$ cat config.mk
export PLATFORM = sky130hd
export DESIGN_NAME = trigger_combiner
export DESIGN_NICKNAME = d
export VERILOG_FILES = /design/src/rtl/trigger_combiner.sv
export SDC_FILE = /design/constraint.sdc
export NUM_CORES = 1
export LEC_CHECK = 0
export CAP_MARGIN = 20
export CORE_AREA = 2 2 102 104
export CTS_CLUSTER_DIAMETER = 80
export DETAILED_ROUTE_END_ITERATION = 7
export DIE_AREA = 0 0 104 106
export PLACE_DENSITY = 0.62
export SETUP_SLACK_MARGIN = 0.1
export SLEW_MARGIN = 5
export SYNTH_ARGS = -nofsm -noshare
export SYNTH_HDL_FRONTEND = slang
export SYNTH_SLANG_ARGS = --single-unit
$ cat constraint.sdc
create_clock -name clk -period 7.8 [get_ports clk]
set_input_delay 1.56 -clock clk [delete_from_list [all_inputs] [get_ports clk]]
set_output_delay 1.56 -clock clk [all_outputs]
set_load 0.01 [all_outputs]
$ cat src/rtl/trigger_combiner.sv
// Combines one-cycle trigger pulses from several sources (ANY / ALL) and emits a
// single delayed trigger pulse followed by a programmable holdoff window.
//
// state    | meaning
// ---------+-----------------------------------------------------------------
// IDLE     | waiting for a combine event; config writes accepted here only
// DELAY    | counting down the programmed output delay
// OUT_HOLD | trigger_out high for this single cycle
// HOLDOFF  | counting down the holdoff window; events are dropped and counted
module trigger_combiner #(
  parameter int CHANNELS      = 8,
  parameter int DELAY_WIDTH   = 8,
  parameter int HOLDOFF_WIDTH = 16,
  parameter int COUNT_WIDTH   = 16
) (
  input  logic                                         clk,
  input  logic                                         reset,
  input  logic [CHANNELS+DELAY_WIDTH+HOLDOFF_WIDTH:0]  cfg_data,
  input  logic                                         cfg_valid,
  output logic                                         cfg_ready,
  input  logic [CHANNELS-1:0]                          triggers_in,
  output logic                                         trigger_out,
  output logic                                         busy,
  output logic [COUNT_WIDTH-1:0]                       dropped_count
);

  localparam int CNT_WIDTH = (HOLDOFF_WIDTH > DELAY_WIDTH) ? HOLDOFF_WIDTH : DELAY_WIDTH;

  typedef enum logic [1:0] {
    IDLE     = 2'd0,
    DELAY    = 2'd1,
    OUT_HOLD = 2'd2,
    HOLDOFF  = 2'd3
  } state_t;

  state_t                   state;
  logic [CHANNELS-1:0]      mask_q;
  logic                     mode_q;
  logic [DELAY_WIDTH-1:0]   delay_q;
  logic [HOLDOFF_WIDTH-1:0] holdoff_q;
  logic [CHANNELS-1:0]      latch_q;
  logic [CNT_WIDTH-1:0]     cnt_q;

  logic [CHANNELS-1:0]      masked;
  logic [CHANNELS-1:0]      merged;
  logic                     comb_event;
  logic                     cfg_hs;

  assign cfg_ready = (state == IDLE) && !reset;
  assign cfg_hs    = cfg_valid && cfg_ready;

  // An empty mask never produces an event, in either mode.
  always_comb begin
    masked     = triggers_in & mask_q;
    merged     = latch_q | masked;
    comb_event = 1'b0;
    if (mask_q != '0) begin
      if (mode_q) comb_event = ((merged & mask_q) == mask_q);
      else        comb_event = |masked;
    end
  end

  always_ff @(posedge clk or posedge reset) begin
    if (reset) begin
      state         <= IDLE;
      mask_q        <= '0;
      mode_q        <= 1'b0;
      delay_q       <= '0;
      holdoff_q     <= '0;
      latch_q       <= '0;
      cnt_q         <= '0;
      trigger_out   <= 1'b0;
      busy          <= 1'b0;
      dropped_count <= '0;
    end else begin
      trigger_out <= 1'b0;

      // ALL-mode arrivals keep accumulating even while busy; completion clears them.
      if (mode_q) latch_q <= comb_event ? '0 : merged;

      if (comb_event && (state != IDLE) && (dropped_count != '1))
        dropped_count <= dropped_count + COUNT_WIDTH'(1);

      case (state)
        IDLE: begin
          if (cfg_hs) begin
            mask_q    <= cfg_data[CHANNELS-1:0];
            mode_q    <= cfg_data[CHANNELS];
            delay_q   <= cfg_data[CHANNELS+DELAY_WIDTH:CHANNELS+1];
            holdoff_q <= cfg_data[CHANNELS+DELAY_WIDTH+HOLDOFF_WIDTH:CHANNELS+DELAY_WIDTH+1];
            latch_q   <= '0;
          end else if (comb_event) begin
            busy <= 1'b1;
            if (delay_q == '0) begin
              state       <= OUT_HOLD;
              trigger_out <= 1'b1;
            end else begin
              cnt_q <= CNT_WIDTH'(delay_q - DELAY_WIDTH'(1));
              state <= DELAY;
            end
          end
        end
        DELAY: begin
          if (cnt_q == '0) begin
            state       <= OUT_HOLD;
            trigger_out <= 1'b1;
          end else begin
            cnt_q <= cnt_q - CNT_WIDTH'(1);
          end
        end
        OUT_HOLD: begin
          if (holdoff_q == '0) begin
            state <= IDLE;
            busy  <= 1'b0;
          end else begin
            cnt_q <= CNT_WIDTH'(holdoff_q - HOLDOFF_WIDTH'(1));
            state <= HOLDOFF;
          end
        end
        HOLDOFF: begin
          if (cnt_q == '0) begin
            state <= IDLE;
            busy  <= 1'b0;
          end else begin
            cnt_q <= cnt_q - CNT_WIDTH'(1);
          end
        end
        default: begin
          state <= IDLE;
          busy  <= 1'b0;
        end
      endcase
    end
  end

endmodule
==> summary.md, run 1 <==
| Metric | Value |
|---|---|
| Number of remaining DRC errors | `0` |
| Number of gates resized after CTS | `0` |
| Fin. Hold Viols | `0` |
| Mapped Cells | `456` |
| Cell Area, Synth | `4040 sq um` |
| Hold Path Origin | `dropped_count[11]$_DFFE_PP0P_` |
| Worst skew pair latency | `350 ps` |
| All-Layer GR Usage | `18.7%` |
| Most used flip-flop cell after synthesis | `dfrtp_1` |
| Cell repeated most along the worst path | `clkdlybuf4s50_1` |
| Placed Area | `4790 sq um` |
| Beginning of the critical path | `reset` |
| Worst Setup Path Type | `in2out` |
| RSZ-0062 raised after global routing | `false` |
| Sequential cell area fraction in the yosys report | `47.7%` |
| Clk Tree Root Cell | `clkbuf_8` |
| Most frequent cell after synthesis | `nand2_1` |
| Number of setup violations in the final report | `0` |
| Number of antenna violations at the first check in global routing | `0` |
| Via count of the first global-routing pass | `3,509` |
| Share of Yosys cell area claimed by the top area cell type | `47.7%` |
| Maximum count of clock buffers along a single path | `2` |
| Number of buffers inserted during clock tree synthesis | `9` |
| Initial Util | `40.4%` |
| Largest net degree at the start of global routing | `79` |
| Total design power | `1.61 mW` |
| Final slew viol count | `0` |
| Status | `completed` |
| TNS Setup | `0 ps` |
| Die Wd | `104 um` |
| Post-CTS setup-driven buffer insertion count | `0` |
| Site Rows | `37` |
| Total inserted antenna cells | `0` |
| Power Dens Cells | `323 nW/um^2` |
| Overall via count from detail_route | `3,462` |
| Detailed-routing iteration count for the pre-antenna-repair pass | `4` |
| Net switching power of the design | `639 uW` |
| Main area contributors after synthesis | `dfrtp_1 (48%), nand2_1 (11%), xnor2_1 (5.4%)` |
| Static leakage | `2.25 nW` |
| Synth cell count leaders | `nand2_1 (122), dfrtp_1 (77), nor2_1 (43), xnor2_1 (25)` |
| Clock Pin Slew Worst Setup and Hold Paths | `90 ps` |
| Count of cell types in the netlist | `47` |
| Area growth from synthesis to layout | `23.4%` |
| Final routed wire length divided by cell count | `15.0 um` |
| Fin area | `4980 sq um` |
| Final critical path time including I/O delays and setup | `4250 ps` |
| Maximum operating frequency | `235 MHz` |
| Register bit count reported by yosys | `77` |
| Crit path arrival time | `2690 ps` |
| Count of buffers from port buffering | `62` |
| Post-route antenna net violation count | `0` |
| Clk sink count | `77` |
| Portion of total power attributed to combinational logic | `36.0%` |
| Half-perimeter wire length of the detailed placement result | `6940 um` |
| CTS tree | `done` |
| Aggregate routed wire length | `9840 um` |
| Global-route wire length before repair | `16,900 um` |
| Violation count after the first detailed-route iteration | `198` |
| Biggest fanout along the worst timing path | `2` |
| Cells along the critical path | `clkdlybuf4s50_1, nor2_1, clkdlybuf4s50_1` |
| Hold crit path type | `reg2reg` |
| Fraction of registers with async set/reset | `100%` |
| CP Capture Type | `primary output` |
| Cell type of the slowest stage on the worst timing path | `clkdlybuf4s50_1` |
| Synth Area per Inst | `8.86 sq um` |
| Net count reported at finish | `564` |
| Maximum cell stage delay along the critical path | `560 ps` |
| CTS H-Tree Depth | `3` |
| Total congestion overflow | `0` |
| Area enclosed by the die boundary | `11,000 sq um` |
| Headroom to the max-slew limit | `35.3%` |
| Switch share | `39.7%` |
| Maximum Capacitance Violations | `0` |
| Yosys warns | `0` |
| Actual slew at the worst max-slew pin | `971 ps` |
| Kind of start point of the critical path | `primary input` |
| Fraction of layout instances using a drive strength above 1 | `4.60%` |
| Die extent in y | `106 um` |
| I/O pins | `63` |
| Proportion of power drawn by the clock network | `18.7%` |
| Sequential power share | `45.2%` |
| Internal power | `972 uW` |
| Final RePlAce weighted congestion | `0.921` |
| Maximum ir drop on the vdd rail | `177 uV` |
| Post-route fraction of the period consumed by the critical path | `54.5%` |
| Setup clock skew after layout | `13.1 ps` |
| Biggest area consumer among synthesized cells | `dfrtp_1` |
| Endpoint required time on the critical path | `6240 ps` |
| Start of the worst register-to-register path | `state[0]$_DFFE_PP0P_` |
| Net count after synthesis | `503` |
| Number of hold buffers added after CTS | `0` |
| Total core area | `10000 sq um` |
| Via density per instance | `5.26` |
| Number of enable flip-flop cells after synthesis | `0` |
-- cells in the final DEF, fill, tap and decap left out, types with 2 or more instances in the layout --
cell,count
nor4_1,8
o31ai_1,3
a31oi_1,10
and3_1,6
nor3_1,14
a2bb2oi_1,4
mux2i_1,14
clkinv_2,2
xor2_1,9
a22o_1,7
xnor2_1,25
or3_1,3
clkbuf_8,9
nand2_1,122
mux2_2,2
o21ai_0,11
a222oi_1,2
nand4_1,10
o22ai_1,5
nor3b_1,4
inv_1,7
nor4b_1,3
nand3_1,11
nor2b_1,2
a21oi_1,10
nor2_1,43
or4_1,3
buf_4,4
clkinvlp_4,2
clkdlybuf4s50_1,62
ha_1,3
dfrtp_1,77
a22oi_1,4
-- path summary, 6_finish.rpt --
| kind | end | slack (ps) | depth (start not counted) |
|---|---|---|---|
| max in group asynchronous | latch_q[3]$_DFF_PP0_ | 5310 | 3 |
| min | dropped_count[11]$_DFFE_PP0P_ | 490 | 1 |
| min reg2reg | dropped_count[11]$_DFFE_PP0P_ | 490 | 1 |
| max reg2reg | cnt_q[14]$_DFFE_PP0P_ | 4900 | 7 |
| max | cfg_ready | 3550 | 3 |
| min in group asynchronous | holdoff_q[0]$_DFFE_PP0P_ | 1860 | 3 |
-- registers in the layout, indices dropped and copies added (netlist names) --
register       count
cnt_q             16
dropped_count     16
holdoff_q         16
delay_q            8
latch_q            8
mask_q             8
state              2
busy               1
mode_q             1
trigger_out        1
-- worst max-delay path, delay by kind of cell --
family | cells | cell delay (ps)
simple gates | 1 | 140
buf+inv | 2 | 990
-- kinds of logic (layout without fill, tap and decap cells) --
kind of cell / count (synthesis) / after routing / share of synthesized area, %
xor+xnor: 34 / 34 / 7.37
compound gates: 67 / 67 / 11.5
simple gates: 235 / 235 / 26.1
mux: 16 / 16 / 4.03
flops: 77 / 77 / 47.7
fa+ha+maj: 3 / 3 / 0.929
buf+inv: 24 / 90 / 2.39
-- metrics by stage --
step / hold WS (ps) / utilization [%] / worst slack, ps / instances
finish: 493 / 49.8 / 3550 / 658
global route: 521 / 49.8 / 3310 / 658
CTS: 499 / 49.8 / 3540 / 658
detailed placement: 481 / 47.9 / 3270 / 642
global placement: 482 / 47.9 / 3370 / 642
floorplan: 464 / - / 3180 / 456
-- area by class of cell --
type / count / area [sq um]
Fill cell: 988 / 5010
Multi-Input combinational cell: 355 / 2020
Sequential cell: 77 / 1930
Timing Repair Buffer: 66 / 651
Tap cell: 136 / 170
Clock buffer: 10 / 128
Clock inverter: 6 / 63.8
Inverter: 8 / 30.0
-- power groups by stage --
| stage | Clock (mW) | Sequential, mW | Combinational (mW) |
|---|---|---|---|
| detailed placement | 0 | 0.733 | 0.579 |
| finish | 0.302 | 0.729 | 0.580 |
| CTS | 0.310 | 0.727 | 0.583 |
| floorplan | 0 | 0.683 | 0.433 |
| global placement | 0 | 0.732 | 0.568 |
| global route | 0.329 | 0.754 | 0.658 |
-- metal layers --
| layer | track usage [%] | part of all wire (%) | wire [um] | vias to the layer above |
|---|---|---|---|---|
| met5 | 0 | 0 | 0 | - |
| met1 | 25.0 | 48 | 4710 | 1672 |
| li1 | - | - | - | 1713 |
| met3 | 3.49 | 2.8 | 274 | 13 |
| met2 | 31.1 | 48 | 4730 | 64 |
| met4 | 5.79 | 1.4 | 138 | 0 |
Note: power is estimated with default switching activity, not from simulation.
==> inputs of run 2 (changes only) <==
==> constraint.sdc (replaced) <==
create_clock -name clk -period 4.15 [get_ports clk]
set_input_delay 0.83 -clock clk [delete_from_list [all_inputs] [get_ports clk]]
set_output_delay 0.83 -clock clk [all_outputs]
set_load 0.01 [all_outputs]
==> run 2 against run 1 <==
Net effect: worst hold slack got worse by 0.76 ps; largest cell class unchanged; sequential share of layout area fell by 0.37 points; core utilization rose by 0.48 points; combinational power rose by 88%; cell count rose by 0.15%; total power rose by 94%; die area did not move; clock skew fell by 3.9 ps; wire length rose by 3.0%; critical path type is now reg2out; cell area rose by 0.95%; non-clock buffer count rose by 1.
==> summary.md, run 2 (synthesis results as in run 1) <==
| Metric | Value |
|---|---|
| TNS Setup | `0 ps` |
| Total congestion overflow | `0` |
| Actual slew at the worst max-slew pin | `953 ps` |
| Number of instances on the worst hold path | `1` |
| Worst Setup Path Type | `reg2out` |
| Final critical path time including I/O delays and setup | `2980 ps` |
| Net count reported at finish | `565` |
| Maximum Capacitance Violations | `0` |
| Final core utilization | `50.3%` |
| Placed Area | `4800 sq um` |
| Slack of the worst reg-to-reg path | `1310 ps` |
| Fraction of layout instances using a drive strength above 1 | `4.97%` |
| Clk Tree Root Cell | `clkbuf_8` |
| Kind of start point of the critical path | `flop` |
| Final routed wire length divided by cell count | `15.4 um` |
| Status | `completed` |
| Power Dens Cells | `622 nW/um^2` |
| Total inserted antenna cells | `0` |
| I/O pins | `63` |
| Detailed-routing iteration count for the pre-antenna-repair pass | `4` |
| Number of remaining DRC errors | `0` |
| Clk sink count | `77` |
| Final RePlAce weighted congestion | `0.926` |
| Post-route antenna net violation count | `0` |
| Most frequent cells in the layout | `nand2_1 (122), dfrtp_1 (77), clkdlybuf4s50_1 (62)` |
| All-Layer GR Usage | `19.3%` |
| Placed Cells | `643` |
| Number of hold buffers added after CTS | `0` |
| Die Wd | `104 um` |
| Maximum ir drop on the vdd rail | `331 uV` |
| Overall via count from detail_route | `3,468` |
| Area enclosed by the die boundary | `11,000 sq um` |
| Fin area | `5030 sq um` |
| Number of buffers inserted during clock tree synthesis | `9` |
| Maximum operating frequency | `335 MHz` |
| Total design power | `3.13 mW` |
| Hold crit path type | `reg2reg` |
| Clock Pin Slew Worst Setup and Hold Paths | `80 ps` |
| Start of the worst register-to-register path | `state[0]$_DFFE_PP0P_` |
| CTS tree | `done` |
| Count of buffers from port buffering | `62` |
| Via density per instance | `5.26` |
| Final slew viol count | `0` |
| Half-perimeter wire length of the detailed placement result | `7330 um` |
| Global-route wire length before repair | `17,200 um` |
| Number of antenna violations at the first check in global routing | `0` |
| Aggregate routed wire length | `10,100 um` |
| Largest registers | `cnt_q: 16 flops, dropped_count: 16 flops, holdoff_q: 16 flops` |
| Site Rows | `37` |
| Cells on worst reg2reg path | `8` |
| RSZ-0062 raised after global routing | `false` |
| Worst skew pair latency | `360 ps` |
| Worst Hold Endpoint | `dropped_count[9]$_DFFE_PP0P_` |
| Static leakage | `2.27 nW` |
| CP Capture Type | `primary output` |
| Number of gates resized after CTS | `0` |
| Post-CTS setup-driven buffer insertion count | `0` |
| Fin. Hold Viols | `0` |
| Layout filler cell count | `994` |
| Post-route fraction of the period consumed by the critical path | `71.9%` |
| Maximum count of clock buffers along a single path | `2` |
| Total core area | `10000 sq um` |
| Crit path arrival time | `2150 ps` |
| Area growth from synthesis to layout | `24.6%` |
| Number of setup violations in the final report | `0` |
| Violation count after the first detailed-route iteration | `177` |
| Critical register-to-register path endpoint | `latch_q[1]$_DFF_PP0_` |
| Leading cell type in the layout, fill and taps excluded | `nand2_1` |
| Largest net degree at the start of global routing | `78` |
| Die extent in y | `106 um` |
| Headroom to the max-slew limit | `36.5%` |
| Post-Layout Cell Count | `659` |
| Beginning of the critical path | `state[0]$_DFFE_PP0P_` |
| Biggest fanout along the worst timing path | `24` |
| Endpoint required time on the critical path | `3320 ps` |
| Via count of the first global-routing pass | `3,601` |
| Setup clock skew after layout | `9.25 ps` |
| Hold Path Origin | `dropped_count[9]$_DFFE_PP0P_` |
| Initial Util | `40.4%` |
| CTS H-Tree Depth | `3` |
[run 2: cell count changes in the layout (fill, tap and decap cells not counted)]
cell        previous run  this run
clkbuf_1               1         0
clkinv_2               2         0
clkinvlp_4             2         1
buf_4                  4         5
inv_6                  0         2
clkbuf_8               9        10
bufinv_16              1         2
[run 2: per-stage QoR]
step                setup slack, ps  hold WS [ps]
detailed placement              878           479
CTS                            1160           498
global placement                885           483
global route                   1050           530
finish                         1170           492
floorplan                       259           464
[run 2: report_power, final]
group	switching [mW]	internal [mW]	leakage, nW
clock	0.303	0.360	0.113
combinational	0.561	0.529	1.17
sequential	0.357	1.02	0.989
total	1.22	1.91	2.27
[run 2: critical path, cell delays in order, from the launching register on]
cell             delay, ps
dfrtp_1                390
buf_4                  220
or2_2                  430
nor2_1                 190
clkdlybuf4s50_1        560
[run 2: layer usage]
metal / global-route usage [%] / vias up / share of wire (%)
met2: 31.7 / 77 / 48
met3: 3.86 / 8 / 4.4
met1: 25.9 / 1660 / 47
li1: - / 1723 / -
met4: 5.79 / 0 / 0.90
met5: 0 / - / 0
[run 2: worst max-delay path by stage]
stage                                               to  slack (ps)  depth (start not counted)
final                                        cfg_ready        1170                          4
after global routing              latch_q[1]$_DFF_PP0_        1050                          8
after CTS                                    cfg_ready        1160                          4
after detailed placement  dropped_count[1]$_DFFE_PP0P_         880                          7
after global placement    dropped_count[1]$_DFFE_PP0P_         880                          7
after floorplan                   cnt_q[6]$_DFFE_PP0P_         260                          8
[run 2: final cells by class]
type,instances,area [sq um],share of cell area [%]
clock inverter,6,93.8,1.86
inverter,8,30.0,0.597
tap,136,170,3.38
sequential,77,1930,38.3
timing repair buffer,67,658,13.1
multi-input combinational,355,2020,40.1
clock buffer,10,138,2.73
